### src/rtl/issue_queue_if.sv
// issue_queue_if: decode/issue-side bundle for the dual-wide in-order issue queue.
`default_nettype none

interface issue_queue_if #(
   parameter int ENTRY_W = 128,
   parameter int DEPTH   = 8
);
   localparam int CNT_W = $clog2(DEPTH) + 1;

   logic               flush;
   logic [1:0]         in_valid;
   logic [ENTRY_W-1:0] in_data0;
   logic [ENTRY_W-1:0] in_data1;
   logic               in_ready;
   logic [1:0]         out_valid;
   logic [ENTRY_W-1:0] out_data0;
   logic [ENTRY_W-1:0] out_data1;
   logic [1:0]         issue_cnt;
   logic [CNT_W-1:0]   count;

   modport master (
      output flush, in_valid, in_data0, in_data1, issue_cnt,
      input  in_ready, out_valid, out_data0, out_data1, count
   );

   modport slave (
      input  flush, in_valid, in_data0, in_data1, issue_cnt,
      output in_ready, out_valid, out_data0, out_data1, count
   );
endinterface

`default_nettype wire

### src/rtl/issue_queue.sv
// issue_queue: dual-wide in-order buffer between decode and issue.
// Up to two entries in and out per cycle; flush clears; outputs come only from registered state.
`default_nettype none

module issue_queue #(
   parameter int ENTRY_W = 128,
   parameter int DEPTH   = 8
) (
   input  wire logic     clk,
   input  wire logic     resetn,
   issue_queue_if.slave  bus
);
   localparam int PTR_W = $clog2(DEPTH);
   localparam int CNT_W = PTR_W + 1;

   logic [ENTRY_W-1:0] mem_q [DEPTH];
   logic [PTR_W-1:0]   head_q, head_d, head1;
   logic [PTR_W-1:0]   tail_q, tail_d, tail1;
   logic [CNT_W-1:0]   count_q, count_d;
   logic [1:0]         enq_n, deq_req, deq_n;
   logic               in_ready, wr0, wr1;

   always_comb begin
      in_ready = (CNT_W'(DEPTH) - count_q) >= CNT_W'(2);
      // in_valid=10 never writes: slot 1 is only taken together with slot 0
      wr0      = in_ready && bus.in_valid[0] && !bus.flush;
      wr1      = wr0 && bus.in_valid[1];
      enq_n    = 2'(wr0) + 2'(wr1);
      deq_req  = (bus.issue_cnt == 2'd0) ? 2'd0 :
                 (bus.issue_cnt == 2'd1) ? 2'd1 : 2'd2;
      deq_n    = (CNT_W'(deq_req) > count_q) ? count_q[1:0] : deq_req;
      head1    = head_q + PTR_W'(1);
      tail1    = tail_q + PTR_W'(1);
      head_d   = head_q + PTR_W'(deq_n);
      tail_d   = tail_q + PTR_W'(enq_n);
      count_d  = count_q + CNT_W'(enq_n) - CNT_W'(deq_n);
      if (bus.flush) begin
         head_d  = '0;
         tail_d  = '0;
         count_d = '0;
      end
   end

   always_ff @(posedge clk or negedge resetn) begin
      if (!resetn) begin
         head_q  <= '0;
         tail_q  <= '0;
         count_q <= '0;
      end else begin
         head_q  <= head_d;
         tail_q  <= tail_d;
         count_q <= count_d;
      end
   end

   // Storage carries no reset; validity is tracked entirely by count_q.
   always_ff @(posedge clk) begin
      if (wr0) mem_q[tail_q] <= bus.in_data0;
      if (wr1) mem_q[tail1]  <= bus.in_data1;
   end

   always_comb begin
      bus.in_ready  = in_ready;
      bus.count     = count_q;
      bus.out_valid = {count_q >= CNT_W'(2), count_q != '0};
      bus.out_data0 = (count_q != '0)         ? mem_q[head_q] : '0;
      bus.out_data1 = (count_q >= CNT_W'(2))  ? mem_q[head1]  : '0;
   end

   always_ff @(posedge clk) begin
      if (resetn && !bus.flush) begin
         assert (bus.in_valid != 2'b10)
            else $warning("issue_queue: in_valid=10 ignored");
         assert (CNT_W'(deq_req) <= count_q)
            else $warning("issue_queue: issue_cnt exceeds occupancy, clamped");
      end
   end
endmodule

`default_nettype wire
### src/flat_wrapper.sv
// flat-port wrapper written by rule: the top's interface ports become plain ports
module issue_queue_flat 
#(
   parameter int ENTRY_W = 128,
   parameter int DEPTH   = 8
)
  (clk, resetn, bus_flush, bus_in_valid, bus_in_data0, bus_in_data1, bus_issue_cnt, bus_in_ready, bus_out_valid, bus_out_data0, bus_out_data1, bus_count);
  issue_queue_if #(.ENTRY_W(ENTRY_W), .DEPTH(DEPTH)) bus_i ();
  input  wire logic clk;
  input  wire logic resetn;
  input wire logic [$bits(bus_i.flush)-1:0] bus_flush;
  input wire logic [$bits(bus_i.in_valid)-1:0] bus_in_valid;
  input wire logic [$bits(bus_i.in_data0)-1:0] bus_in_data0;
  input wire logic [$bits(bus_i.in_data1)-1:0] bus_in_data1;
  input wire logic [$bits(bus_i.issue_cnt)-1:0] bus_issue_cnt;
  output wire logic [$bits(bus_i.in_ready)-1:0] bus_in_ready;
  output wire logic [$bits(bus_i.out_valid)-1:0] bus_out_valid;
  output wire logic [$bits(bus_i.out_data0)-1:0] bus_out_data0;
  output wire logic [$bits(bus_i.out_data1)-1:0] bus_out_data1;
  output wire logic [$bits(bus_i.count)-1:0] bus_count;
  assign bus_i.flush = bus_flush;
  assign bus_i.in_valid = bus_in_valid;
  assign bus_i.in_data0 = bus_in_data0;
  assign bus_i.in_data1 = bus_in_data1;
  assign bus_i.issue_cnt = bus_issue_cnt;
  assign bus_in_ready = bus_i.in_ready;
  assign bus_out_valid = bus_i.out_valid;
  assign bus_out_data0 = bus_i.out_data0;
  assign bus_out_data1 = bus_i.out_data1;
  assign bus_count = bus_i.count;
  issue_queue #(.ENTRY_W(ENTRY_W), .DEPTH(DEPTH)) u_core (.clk(clk), .resetn(resetn), .bus(bus_i));
endmodule
### config.mk
export PLATFORM = sky130hd
export DESIGN_NAME = issue_queue_flat
export DESIGN_NICKNAME = d
export VERILOG_FILES = /design/src/rtl/issue_queue_if.sv /design/src/rtl/issue_queue.sv /design/src/flat_wrapper.sv
export SDC_FILE = /design/constraint.sdc
export NUM_CORES = 2
export LEC_CHECK = 0
export CAP_MARGIN = 20
export CORE_AREA = 10 10 398 400
export CTS_BUF_LIST = sky130_fd_sc_hd__clkbuf_16
export CTS_CLUSTER_SIZE = 16
export DETAILED_ROUTE_END_ITERATION = 10
export DIE_AREA = 0 0 408 410
export PLACE_DENSITY = 0.71
export SLEW_MARGIN = 20
export SYNTH_ARGS = -nofsm -noshare
export SYNTH_HDL_FRONTEND = slang
export SYNTH_SLANG_ARGS = --single-unit
### constraint.sdc
create_clock -name clk -period 14.2 [get_ports clk]
set_input_delay 2.84 -clock clk [delete_from_list [all_inputs] [get_ports clk]]
set_output_delay 2.84 -clock clk [all_outputs]
set_load 0.005 [all_outputs]
* Yosys cells after proc, flatten, opt, wreduce, memory -nomap -nowiden
Memories as Yosys holds them, arrays and structs flattened. Index checks and enable logic that the tools add are counted.
Storage, ports and cells: register bits 10, output and inout port bits 263, memories kept 1, bits of input ports 263, bits in latches 0, ROM bits 0, memory bits (writable) 1024, word-level logic and storage cells 34
Cells by class: bitwise gates (word level) 0, $lt $le $gt $ge 3, reduce and logical (&&, ||, !) cells 6, add/sub/neg operators 8, $mul 0, divide/modulo/power cells 0, shift-type cells 0, equality and inequality tests 1, muxes and demuxes 12
Memories:
- u_core.mem_q | words 8, bits a word 128, rd ports 2, clocked after Yosys merged registers in 0, write ports 2, line issue_queue.sv:16 | logic [ENTRY_W-1:0] mem_q [DEPTH];
Operators by type and width (count):
- $mux W128 | 2
- $ge A4 B2 Y1 const B | 2
- $add A3 B1 Y3 const B | 2
- $add A3 B2 Y3 | 2
- $mux W2 | 3
- $mux W3 | 2
- $add A4 B2 Y4 | 1
- $gt A2 B4 Y1 | 1
- $mux W1 | 4
- $mux W4 | 1
- $reduce_bool A4 Y1 | 1
- $sub A4 B2 Y4 | 1
- $sub A4 B4 Y4 const A | 1
- $logic_and A1 B1 Y1 | 3
- $add A1 B1 Y2 | 1
- $eq A2 B1 Y1 const B | 1
- $logic_not A2 Y1 | 1
- $logic_not A1 Y1 | 1

* Logic depth before layout (Yosys ltp)
word-level depth 9, mapped depth 12, mapped depth without buffers 12

* Worst setup path before layout
OpenSTA, ideal clock, no wires.
kind input to register, start in bus_in_valid[0], end mem u_core.mem_q[2][0], enable pin, setup time 0.961 ns, data arrival time 16.014 ns, stages 3, slack -2.775 ns, cell sequence nor2b_1 o21ai_0 o41ai_1
RTL lines:
- from (decl) | line flat_wrapper.sv:12 | input wire logic [$bits(bus_i.in_valid)-1:0] bus_in_valid;
- to (decl) | line issue_queue.sv:16

* Final worst setup path
start reg u_core.head_q[0], end out bus_out_data1[67]
On the way: cells in the longest elaborated chain, start to end 3
RTL lines:
- from (decl) | line issue_queue.sv:17 | logic [PTR_W-1:0] head_q, head_d, head1;
- from (signal assigned) | line issue_queue.sv:46 | head_q <= '0;
- from (signal assigned) | line issue_queue.sv:50 | head_q <= head_d;
- $add A3 B1 Y3 | line issue_queue.sv:32 | head1 = head_q + PTR_W'(1);
- $mem_v2 Z8 W128
- $mux W128 | line issue_queue.sv:67 | bus.out_data1 = (count_q >= CNT_W'(2)) ? mem_q[head1] : '0;
- to (decl) | line flat_wrapper.sv:19 | output wire logic [$bits(bus_i.out_data1)-1:0] bus_out_data1;
No other way between the ends.

==> flow_summary.toml <==
[yosys]
synth_ff_type = "edfxtp_1"
yosys_warnings = 0
synth_edf_count = 1024
postSynthAreaPerCell_um2 = 16.56
async_flop_share_pct = 0.9671
yosysUniqueCellTypes = 41
syn_inst = 3616
synth-simple-area-share_pct = 2.749
synth_fa_ha_area_share_pct = 0.4262
synthesis.area_um2 = 59890
synth_fp_nets = 3897
synth_xor_area_share_pct = 0.1609
synth_top_family_by_area = "multiplexers"
synth-seq-area-share_pct = 51.76
synthMuxAreaShare_pct = 40.66
ys_ff_latch = 1034
synth_compound_area_share_pct = 1.410

[floorplanning]
core_um2 = 150800
rows = 143
fp.dieH_um = 410
dieArea_um2 = 167300
initial_utilization_pct = 39.71
die_x_um = 408
ios = 526

[grt]
grt_pass1_vias = 38920
antenna_found_initial = 38
grt_overflow = 0
grt_pass1_wl_mm = 272.2
grt_max_degree = 122
gr-usage-all-layers_pct = 21.75

[routing]
routedWlPerCell_um = 30.33
vias = 37220
drcViolationCount = 0
final_antenna_net_count = 0
drt_iter0_markers = 3428
via_per_inst = 6.020
wirelength_mm = 187.6
dr.pass1.iters = 5

[final_layout]
synthToLayoutAreaGrowth_pct = 17.92
final_net_count = 4310
final_layout_size_suffix_gt1_share_pct = 41.54
fin_cells = 6183
n_fill_cell = 12960

[timing]
rsz0062_at_grt = "false"
finalSetupViolCount = 0
tightest_slew_ns = 1.238
period_needed_ns = 8.674
drv_slew = 0
hold_viol = 0
relSlewSlack_pct = 17.44
fin_hold_ws_ns = 0.8394
min_period_over_period_pct = 61.09
maxClockFrequency_mhz = 115.3
setup_tns_ns = 0
skew_ns = 0.04830
timing.final.ws_setup_ns = 5.526

[placed_design]
dpl.hpwl_mm = 106.0
dp.cells = 5942
place_congestion = 0.7832
pre_cts_slack_ns = 6.184
port_buffers = 525

[worst_setup_path]
r2r_setup_slack_ns = 9.44
path_cells = "ha_4 > buf_4 > buf_4 > mux4_2 > nand2_1 > a21oi_1 > clkdlybuf4s50_1"
crit_fanout = 49
setup.worst_path.start_class = "flip-flop"
crit_slowest_cell = "dfrtp_4"
cp_slowest_stage_delay_ns = 1.00
critical_path_class = "flip-flop to output pin"
required_ns = 11.36
crit_top_cell = "buf_4"
arrival_ns = 5.83
worstSetupEndpointType = "output pin"

[power]
p_int_mw = 8.293
pwr-share-clk_pct = 23.0
netSwitchingFraction_pct = 35.01
powerDensity_nw_per_um2 = 180.7
power_frac_seq_pct = 29.2
ir_worst_vdd_uv = 147.8
p_leak_nw = 22.29
p_switching_mw = 4.468
pwr-share-comb_pct = 47.7

[cts]
clk_pin_slew_ns = 0.06
ctsResizeCount = 0
cts_setup_buffers = 0
clockBufferDepth = 3
root_buffer = "clkbuf_16"
cts_buffers = 115
clock_latency_ns = 0.77
htree_levels = 3
hold_buffers = 0
cts_tree = "yes"
clkSinkCount = 1034

[status]
status = "finished, final reports clean"

[flow_run]
maxCapViolations = 0

[min_path]
min_path_type = "flip-flop to flip-flop"
==> routing by layer <==
metal | global-route usage (%) | wire length, um | share of wire [%] | vias to the layer above
met1 | 27.79 | 73020 | 39 | 19650
met2 | 37.37 | 95170 | 51 | 1671
met5 | 0 | 190 | 0.10 | -
met3 | 3.713 | 14500 | 7.7 | 301
met4 | 7.298 | 4678 | 2.5 | 28
li1 | - | - | - | 15580
==> synthesized netlist by cell type (2+ instances only) <==
| library cell | number | share of area (%) |
|---|---|---|
| a211oi_2 | 2 | 0.042 |
| a21oi_1 | 130 | 1.1 |
| a31o_2 | 2 | 0.029 |
| a41o_1 | 2 | 0.033 |
| and2_1 | 3 | 0.031 |
| buf_1 | 19 | 0.12 |
| buf_2 | 89 | 0.74 |
| buf_4 | 87 | 1.1 |
| buf_6 | 10 | 0.19 |
| clkbuf_1 | 98 | 0.61 |
| dfrtp_1 | 10 | 0.42 |
| edfxtp_1 | 1024 | 51 |
| fa_1 | 4 | 0.13 |
| ha_1 | 14 | 0.29 |
| inv_1 | 13 | 0.081 |
| mux2_1 | 77 | 1.4 |
| mux2_2 | 947 | 18 |
| mux2i_1 | 129 | 2.2 |
| mux4_2 | 512 | 19 |
| nand2_1 | 262 | 1.6 |
| nor2_1 | 139 | 0.87 |
| nor2b_1 | 6 | 0.063 |
| nor3_1 | 3 | 0.025 |
| nor3_2 | 2 | 0.033 |
| o211ai_2 | 4 | 0.084 |
| o21ai_0 | 2 | 0.017 |
| o31ai_1 | 2 | 0.025 |
| o41ai_1 | 2 | 0.029 |
| xnor2_1 | 7 | 0.10 |
| xor2_1 | 4 | 0.058 |
==> critical path, delay by kind of cell (launching register included) <==
kind                     cells  cell delay (ns)
flip-flops                   1             1.00
AND/OR/NAND/NOR              1             0.05
AO/OA/AOI/OAI                1             0.39
buffers and inverters        3             2.29
multiplexers                 1             0.36
adder cells (fa/ha/maj)      1             0.77
==> cells in the final DEF, fill, tap and decap left out, drive strengths merged <==
| cell type | instances |
|---|---|
| a21o | 1 |
| nor2b | 6 |
| nand2b | 1 |
| xor2 | 4 |
| nor3 | 5 |
| and2 | 3 |
| nand4b | 1 |
| a211oi | 2 |
| clkinv | 56 |
| diode | 27 |
| o211ai | 5 |
| fa | 4 |
| inv | 43 |
| nand2 | 262 |
| nor2 | 139 |
| clkdlybuf4s50 | 525 |
| or3 | 2 |
| clkinvlp | 2 |
| ha | 14 |
| nand3b | 1 |
| o21ai | 2 |
| a31o | 2 |
| a21boi | 2 |
| a41o | 2 |
| dfrtp | 10 |
| edfxtp | 1024 |
| xnor2 | 7 |
| mux2 | 1024 |
| mux4 | 512 |
| bufinv | 10 |
| clkbuf | 116 |
| mux2i | 129 |
| a21oi | 131 |
| buf | 74 |
| o31ai | 2 |
| o41ai | 2 |
| nor4bb | 1 |
==> state kept, by name, summed over array words and instances (netlist names) <==
signal and flops:
u_core.head_q 3, u_core.tail_q 3, u_core.bus.count 4, u_core.mem_q 1024
==> metrics by stage <==
step | area (um^2) | utilization (%) | power, mW
2_1_floorplan | 59890 | - | 7.166
3_3_place_gp | 66890 | 44.35 | 9.906
3_5_place_dp | 66890 | 44.35 | 9.949
4_1_cts | 70560 | 46.78 | 12.91
5_1_grt | 70610 | 46.82 | 13.33
6_report | 70630 | 46.82 | 12.76
==> path summary, 6_finish.rpt <==
kind                       depth (start not counted)                     startpoint                            end
setup / recovery                                   7     u_core.head_q[0]$_DFF_PN0_              bus_out_data1[67]
hold reg to reg                                    2     u_core.tail_q[2]$_DFF_PN0_     u_core.tail_q[2]$_DFF_PN0_
max in group asynchronous                          1                         resetn     u_core.head_q[0]$_DFF_PN0_
min in group asynchronous                          1                         resetn     u_core.tail_q[2]$_DFF_PN0_
setup reg to reg                                   7  u_core.bus.count[1]$_DFF_PN0_  u_core.mem_q[3][94]$_DFFE_PP_
hold / removal                                     2     u_core.tail_q[2]$_DFF_PN0_     u_core.tail_q[2]$_DFF_PN0_
==> cell type report <==
cell class	instances	area [um^2]	share of cell area [%]
inverters	13	48.80	0.06909
clock buffers	116	2903	4.110
diodes	27	67.56	0.09567
well taps	2030	2540	3.596
repair buffers	599	5898	8.351
multi-input cells	2266	27390	38.78
clock inverters	98	765.7	1.084
flip-flops and latches	1034	31010	43.91
==> kinds of logic after synthesis <==
kind of cell	count (synthesis)
xor gates and xnor gates	11
muxes	1665
DFF	1034
adders and majority gates	18
buffers and inverters	316
and+or+nand+nor	421
AOI/OAI and AO/OA	151
==> power groups by stage <==
| stage | clock network (mW) | registers (mW) | logic (mW) |
|---|---|---|---|
| after floorplan | 0 | 3.72 | 3.45 |
| after global placement | 0 | 3.78 | 6.13 |
| after detailed placement | 0 | 3.79 | 6.16 |
| after CTS | 2.99 | 3.73 | 6.19 |
| after global routing | 3.11 | 3.75 | 6.48 |
| final | 2.94 | 3.73 | 6.09 |
(Power assumes the default switching activity.)
